### src/rtl/vram_arbiter.sv
// Video RAM arbiter: shares one asynchronous SRAM between CPU byte accesses
// and VPU DMA burst reads, using the DMA engine's hold/vramcs/vrambusy handshake.
module vram_arbiter #(
    parameter int MEM_WAIT = 2
) (
    input  logic        clk,
    input  logic        rst,
    input  logic [15:0] cpu_addr,
    input  logic [7:0]  cpu_di,
    output logic [7:0]  cpu_do,
    input  logic        cpu_rw,
    input  logic        cpu_cs,
    output logic        cpu_ready,
    input  logic [15:0] dma_addr,
    output logic [7:0]  dma_data,
    input  logic        dma_cs,
    input  logic        dma_hold,
    output logic        dma_busy,
    output logic [15:0] mem_addr,
    input  logic [7:0]  mem_di,
    output logic [7:0]  mem_do,
    output logic        mem_we,
    output logic        mem_oe
);

    typedef enum logic [1:0] {
        IDLE   = 2'd0,
        CPU_RD = 2'd1,
        CPU_WR = 2'd2,
        GRANT  = 2'd3
    } state_t;

    localparam logic [3:0] WAIT_INIT = 4'(MEM_WAIT - 1);

    state_t      state;
    logic [3:0]  wcnt;
    logic [15:0] cpu_addr_r;
    logic        mem_we_r;
    logic        mem_oe_r;

    always_ff @(posedge clk or posedge rst) begin
        if (rst) begin
            state      <= IDLE;
            wcnt       <= 4'd0;
            cpu_do     <= 8'd0;
            cpu_addr_r <= 16'd0;
            mem_do     <= 8'd0;
            cpu_ready  <= 1'b0;
            mem_we_r   <= 1'b0;
            mem_oe_r   <= 1'b0;
        end else begin
            cpu_ready <= 1'b0;
            case (state)
                IDLE: begin
                    // A hold already raised beats a CPU request arriving in the same cycle.
                    if (dma_hold) begin
                        state <= GRANT;
                    end else if (cpu_cs) begin
                        cpu_addr_r <= cpu_addr;
                        wcnt       <= WAIT_INIT;
                        if (cpu_rw) begin
                            state    <= CPU_RD;
                            mem_oe_r <= 1'b1;
                        end else begin
                            state    <= CPU_WR;
                            mem_do   <= cpu_di;
                            mem_we_r <= 1'b1;
                        end
                    end
                end
                CPU_RD, CPU_WR: begin
                    if (wcnt != 4'd0) begin
                        wcnt <= wcnt - 4'd1;
                    end else begin
                        if (state == CPU_RD) begin
                            cpu_do <= mem_di;
                        end
                        mem_we_r  <= 1'b0;
                        mem_oe_r  <= 1'b0;
                        cpu_ready <= 1'b1;
                        state     <= IDLE;
                    end
                end
                GRANT: begin
                    if (!dma_hold) begin
                        state <= IDLE;
                    end
                end
                default: state <= IDLE;
            endcase
        end
    end

    // During a grant the DMA engine drives the SRAM directly with zero-latency reads.
    assign mem_addr = (state == GRANT) ? dma_addr : cpu_addr_r;
    assign mem_oe   = (state == GRANT) ? dma_cs   : mem_oe_r;
    assign mem_we   = (state == GRANT) ? 1'b0     : mem_we_r;
    assign dma_data = mem_di;

    assign dma_busy = rst | (state == CPU_RD) | (state == CPU_WR)
                    | ((state == IDLE) & cpu_cs);

endmodule
### config.mk
export PLATFORM = sky130hd
export DESIGN_NAME = vram_arbiter
export DESIGN_NICKNAME = d
export VERILOG_FILES = /design/src/rtl/vram_arbiter.sv
export SDC_FILE = /design/constraint.sdc
export NUM_CORES = 1
export LEC_CHECK = 0
export ABC_CLOCK_PERIOD_IN_PS = 1800
export CAP_MARGIN = 15
export CORE_MARGIN = 2
export CORE_UTILIZATION = 37
export DETAILED_ROUTE_END_ITERATION = 10
export PLACE_DENSITY = 0.76
export SLEW_MARGIN = 20
export SYNTH_ARGS = -nofsm -noshare
export SYNTH_HDL_FRONTEND = slang
export SYNTH_SLANG_ARGS = --single-unit
### constraint.sdc
create_clock -name clk -period 1.8 [get_ports clk]
set_input_delay 0.36 -clock clk [delete_from_list [all_inputs] [get_ports clk]]
set_output_delay 0.36 -clock clk [all_outputs]
set_load 0.05 [all_outputs]
==> results of run 1 <==
==> layout by cell type (no fill, tap or decap), drive strengths merged, types with 2 or more instances in the layout <==
master / count
buf: 54
clkdlybuf4s50: 53
mux2: 50
dfrtp: 41
inv: 8
ha: 7
clkbuf: 6
mux2i: 4
o2111ai: 3
o21ai: 3
nand2: 3
clkinv: 3
nor3: 3
o22ai: 2
a41oi: 2
o2bb2ai: 2
nor3b: 2
a221oi: 2
==> kinds of logic (layout without fill, tap and decap cells) <==
logic type	after synthesis	after routing	share of synthesized area (%)
adder cells (fa/ha/maj)	7	7	4.14
AND/OR/NAND/NOR	19	19	6.97
multiplexers	54	54	28.5
AO/OA/AOI/OAI	15	15	5.56
buffers and inverters	25	125	6.38
flip-flops	41	41	48.5
==> routing by layer <==
layer  global-route usage [%]  vias to the layer above  share of wire, %
met5                        0                        -                 0
met4                     5.86                        0               1.5
met3                     4.41                        8               7.3
met2                     28.3                       68                52
met1                     17.9                      770                40
li1                         -                      772                 -
==> Yosys cell counts (2+ instances only) <==
master / number / area [sq um]
a41oi_1: 2 / 17.5
buf_2: 6 / 30.0
buf_4: 9 / 67.6
dfrtp_1: 41 / 1030
ha_1: 7 / 87.6
inv_1: 9 / 33.8
mux2_1: 26 / 293
mux2_2: 24 / 270
mux2i_1: 4 / 40.0
nand2_1: 3 / 11.3
nor3_1: 2 / 10.0
o2111ai_1: 3 / 26.3
o21ai_0: 3 / 15.0
o22ai_1: 2 / 12.5
o2bb2ai_1: 2 / 17.5
==> registers in the layout, indices dropped and copies added (netlist names) <==
register and count:
wcnt 4, mem_we_r 1, cpu_do 8, cpu_ready 1, mem_do 8, cpu_addr_r 16, mem_oe_r 1, state 2
==> path summary, 6_finish.rpt <==
| check | slack, ns | end | cells after the start |
|---|---|---|---|
| worst max-delay path | -0.11 | mem_addr[1] | 4 |
| worst min-delay path | 0.38 | cpu_do[6]$_DFFE_PP0P_ | 2 |
| worst max register to register | 0.03 | state[1]$_DFFE_PP0P_ | 5 |
| worst min register to register | 0.49 | cpu_do[7]$_DFFE_PP0P_ | 1 |
| max in group asynchronous | 0.96 | state[1]$_DFFE_PP0P_ | 3 |
| min in group clk | 0.49 | cpu_do[7]$_DFFE_PP0P_ | 1 |
==> worst reg2reg max path: stages, from the launching register on <==
cell and delay [ns]:
dfrtp_1 0.38, inv_1 0.08, ha_2 0.21, or3b_4 0.40, a221oi_2 0.36, mux2i_1 0.24
==> timing repair <==
item,4_1_cts,5_1_grt
endpoints found under the setup margin,19,45
gates resized for setup,22,10
gates cloned,0,1
hold endpoints to repair,0,0
pin swaps,0,1
buffers inserted,2,0
==> power breakdown <==
group | internal, mW | switching, mW | total, mW
Combinational | 1.88 | 2.61 | 4.48
Sequential | 1.36 | 0.259 | 1.62
Clock | 0.268 | 0.324 | 0.591
Total | 3.51 | 3.19 | 6.69
==> area by class of cell <==
cell class                      instances  area [sq um]  area share (%)
Timing Repair Buffer                  108          1200            34.8
Multi-Input combinational cell         95          1010            29.4
Clock buffer                            5          68.8            1.99
Tap cell                               72          90.1            2.61
Clock inverter                          3          17.5           0.507
Inverter                                9          33.8           0.978
Sequential cell                        41          1030            29.7
==> impl_metrics.tcl, run 1 <==
set metrics [dict create \
    grt_pass1_vias 1715 \
    setup_viol 18 \
    cp_max_fo 9 \
    synthArstFlopShare_pct 100 \
    maxCapViolCount 0 \
    syn_area_sq_um 2120 \
    cts_buffers 5 \
    syn2layout_area_growth_pct 63.2 \
    grt_max_degree 33 \
    fin_cells 333 \
    tritoncts "yes" \
    clk_latency_ns 0.29 \
    grt_pass1_wl_um 7870 \
    row_count 27 \
    post-place-cells 322 \
    cp_slowest_cell "dfrtp_1" \
    core_sq_um 5510 \
    dp_hpwl_um 3650 \
    detail-route-antenna-nets 0 \
    vias 1618 \
    grtUsageTotal_pct 15.8 \
    fin_crit_ns 1.91 \
    p_per_area_nw_per_um2 1940 \
    die_h_um 79.6 \
    hold_viol 0 \
    worstPathRequired_ns 1.44 \
    crit_arrival_ns 1.55 \
    n_antenna_cell 0 \
    drcViolationCount 0 \
    post-place-ws_ns 0.00338 \
    max_slew_margin_pct 74.1 \
    rsz0062_at_grt "true" \
    fin_setup_tns_ns -1.64 \
    run_status "complete, but fails checks" \
    finish.instance_area_sq_um 3460 \
    drive_above_1_share_pct 40.2 \
    path_clk_slew_ns 0.08 \
    hold_class "input pin to async pin" \
    io_pins 98 \
    whs_ns 0.382 \
    totalPowerFinal_mw 6.69 \
    utilization_pct 62.8 \
    numClockSinks 41 \
    crit_type "register to primary output" \
    portBuffers 97 \
    synth_ff_type "dfrtp_1" \
    die_w_um 79.6 \
    setup_slack_ns -0.110 \
    syn_inst 161 \
    path_buf_inv 2 \
    nFillCells 420 \
    drt_iter0_markers 72 \
    initial_core_util_pct 38.4 \
    clockBufferDepth 2 \
    violations "negative setup slack" \
    hold_buffers 0 \
    critPathLaunch "state[0]$_DFFE_PP0P_" \
    syn-num-nets 222 \
    r2r-start "wcnt[0]$_DFFE_PP0P_" \
    finalWirelength_um 4940 \
    cts_max_level 2 \
    max_stage_delay_ns 0.41 \
    syn_area_per_cell_sq_um 13.1 \
    ys_seq_area_share_pct 48.5 \
    finalCritPeriodShare_pct 106 \
    vias_per_cell 4.86 \
    cts-root-buf "clkbuf_8" \
    max_clock_freq_mhz 524 \
    place_congestion 0.804 \
    worstMarginPinSlew_ns 0.386 \
    finalMaxSlewViolations 0 \
    die_area_sq_um 6340 \
    dpl_cell_area_sq_um 3200 \
    synth_edf_count 0 \
    worstSetupEndpointType "primary output" \
    antenna_found_initial 0 \
    synth_warnings 0 \
    grt-ovfl-total 0 \
    wl_per_cell_um 14.8 \
    finish.net_count 321 \
    peakVddDrop_uv 1310 \
    ys_types 33 \
    dr.pass1.iters 4 \
    crit_chain "ha_4 -> clkbuf_16 -> mux2_2 -> buf_6" \
    cp-start-kind "register" \
    synth.ff_latch_count 41 \
    fin_worst_skew_ns 0.00604 \
    p_leak_nw 1.51 \
    cp_top_family "flip-flops" \
]
(Power assumes the default switching activity.)
==> run 2: changes to the inputs <==
--- a/config.mk
+++ b/config.mk
@@ -5,12 +5,12 @@
 export SDC_FILE = /design/constraint.sdc
 export NUM_CORES = 1
 export LEC_CHECK = 0
-export ABC_CLOCK_PERIOD_IN_PS = 1800
+export ABC_CLOCK_PERIOD_IN_PS = 2300
 export CAP_MARGIN = 15
 export CORE_MARGIN = 2
-export CORE_UTILIZATION = 37
+export CORE_UTILIZATION = 44
 export DETAILED_ROUTE_END_ITERATION = 10
-export PLACE_DENSITY = 0.76
+export PLACE_DENSITY = 0.85
 export SLEW_MARGIN = 20
 export SYNTH_ARGS = -nofsm -noshare
 export SYNTH_HDL_FRONTEND = slang
==> constraint.sdc (replaced) <==
create_clock -name clk -period 2.3 [get_ports clk]
set_input_delay 0.46 -clock clk [delete_from_list [all_inputs] [get_ports clk]]
set_output_delay 0.46 -clock clk [all_outputs]
set_load 0.05 [all_outputs]
==> impl_metrics.tcl, run 2 (synthesis gave the netlist of run 1 again) <==
set metrics [dict create \
    run_status "completed" \
    peakVddDrop_uv 962 \
    use_met1_pct 20.6 \
    crit_chain "ha_1 -> buf_4 -> mux2_2 -> buf_4" \
    syn2layout_area_growth_pct 53.5 \
    row_count 25 \
    p_leak_nw 1.43 \
    drt_iter0_markers 51 \
    vias 1588 \
    path_clk_slew_ns 0.08 \
    antenna_found_initial 0 \
    n_antenna_cell 0 \
    regMostFlops "cpu_addr_r" \
    initial_core_util_pct 45.1 \
    portBuffers 97 \
    whs_ns 0.486 \
    met2_usage_pct 29.0 \
    largest_register_ff_count 16 \
    post_cts_buffers 0 \
    cts_max_level 2 \
    use_met3_pct 5.21 \
    max_stage_delay_ns 0.43 \
    r2r-start "state[0]$_DFFE_PP0P_" \
    grt_pass1_vias 1548 \
    clk_latency_ns 0.29 \
    reg2reg_depth 5 \
    cts_buffers 5 \
    die_w_um 73.4 \
    hold_viol 0 \
    tritoncts "yes" \
    die_h_um 73.4 \
    hold_start "cpu_do[0]$_DFFE_PP0P_" \
    drive_above_1_share_pct 28.4 \
    cp_slowest_cell "dfrtp_1" \
    grt_pass1_wl_um 7140 \
    cts-root-buf "clkbuf_8" \
    fin_crit_ns 2.18 \
    cp_top_family "buffers and inverters" \
    detail-route-antenna-nets 0 \
    numClockSinks 41 \
    setup_viol 0 \
    utilization_pct 69.3 \
    largestRegisters "cpu_addr_r x16, cpu_do x8, mem_do x8" \
    fin_cells 311 \
    whs_path_depth 1 \
    max_clock_freq_mhz 459 \
    r2r-end "mem_do[3]$_DFFE_PP0P_" \
    io_pins 98 \
    path_buf_inv 2 \
    maxCapViolCount 0 \
    finalWirelength_um 4370 \
    grtUsageTotal_pct 17.2 \
    crit_top_cell "buf_4" \
    nFillCells 351 \
    busiest_layer "met2" \
    cts_repair_resize_count 0 \
    hold_class "register to register" \
    hold_buffers 0 \
    worstMarginPinSlew_ns 0.513 \
    finish.net_count 317 \
    post-place-cells 303 \
    max_slew_margin_pct 65.7 \
    clockBufferDepth 2 \
    fin_setup_tns_ns 0 \
    grt-ovfl-total 0 \
    cp-start-kind "register" \
    grt_max_degree 23 \
    final_cell_mix "clkdlybuf4s50_1 (70), dfrtp_1 (41), mux2_1 (26)" \
    finalCritPeriodShare_pct 94.7 \
    dr.pass1.iters 4 \
    crit_type "register to primary output" \
    die_area_sq_um 5380 \
    drcViolationCount 0 \
    core_sq_um 4690 \
    worstPathRequired_ns 1.84 \
    fin_worst_skew_ns 0.00858 \
    holdPathEnd "cpu_do[0]$_DFFE_PP0P_" \
    crit_arrival_ns 1.72 \
    worstSetupEndpointType "primary output" \
    rsz0062_at_grt "false" \
    reg2reg_slack_ns 0.46 \
    final_common_cell "clkdlybuf4s50_1" \
    finalMaxSlewViolations 0 \
    place_congestion 0.910 \
    cp_max_fo 19 \
    p_per_area_nw_per_um2 1500 \
    wl_per_cell_um 14.0 \
    vias_per_cell 5.11 \
    regArea_sq_um 1030 \
    dp_hpwl_um 3460 \
    multi_input_area_sq_um 956 \
]
==> run 2: layout make-up <==
class,count,share of cell area [%]
multi-input cells,95,29.4
clock buffers,5,2.12
repair buffers,104,33.3
flip-flops and latches,41,31.6
clock inverters,3,0.539
inverters,9,1.04
well taps,54,2.08
==> run 2: worst max path at each step <==
stage	startpoint	slack, ns	endpoint	depth (start not counted)
floorplan	state[0]$_DFFE_PP0P_	0.19	mem_we	4
global placement	cpu_cs	0.38	mem_do[6]$_DFFE_PP0P_	4
detailed placement	cpu_cs	0.32	mem_do[7]$_DFFE_PP0P_	4
CTS	state[0]$_DFFE_PP0P_	0.10	mem_addr[13]	4
global route	state[0]$_DFFE_PP0P_	0.05	mem_addr[10]	4
finish	state[0]$_DFFE_PP0P_	0.12	mem_addr[12]	4
==> run 2: through the flow <==
step,power [mW],setup WS (ns),cell area [sq um]
after floorplan,3.46,0.186,2120
after global placement,4.40,0.383,3160
after detailed placement,4.45,0.318,3160
after CTS,4.92,0.102,3250
after global routing,5.17,0.0476,3250
final,4.87,0.122,3250
==> run 2: layer usage <==
layer | routed length [um] | up-vias | share of wire (%)
met2 | 2140 | 66 | 49
met4 | 47 | 0 | 1.1
met5 | 0 | - | 0
li1 | - | 759 | -
met3 | 382 | 5 | 8.7
met1 | 1800 | 758 | 41
==> run 2: power by group <==
part	switching (mW)	internal [mW]	total, mW
sequential	0.173	1.06	1.24
clock	0.247	0.209	0.456
combinational	1.93	1.25	3.17
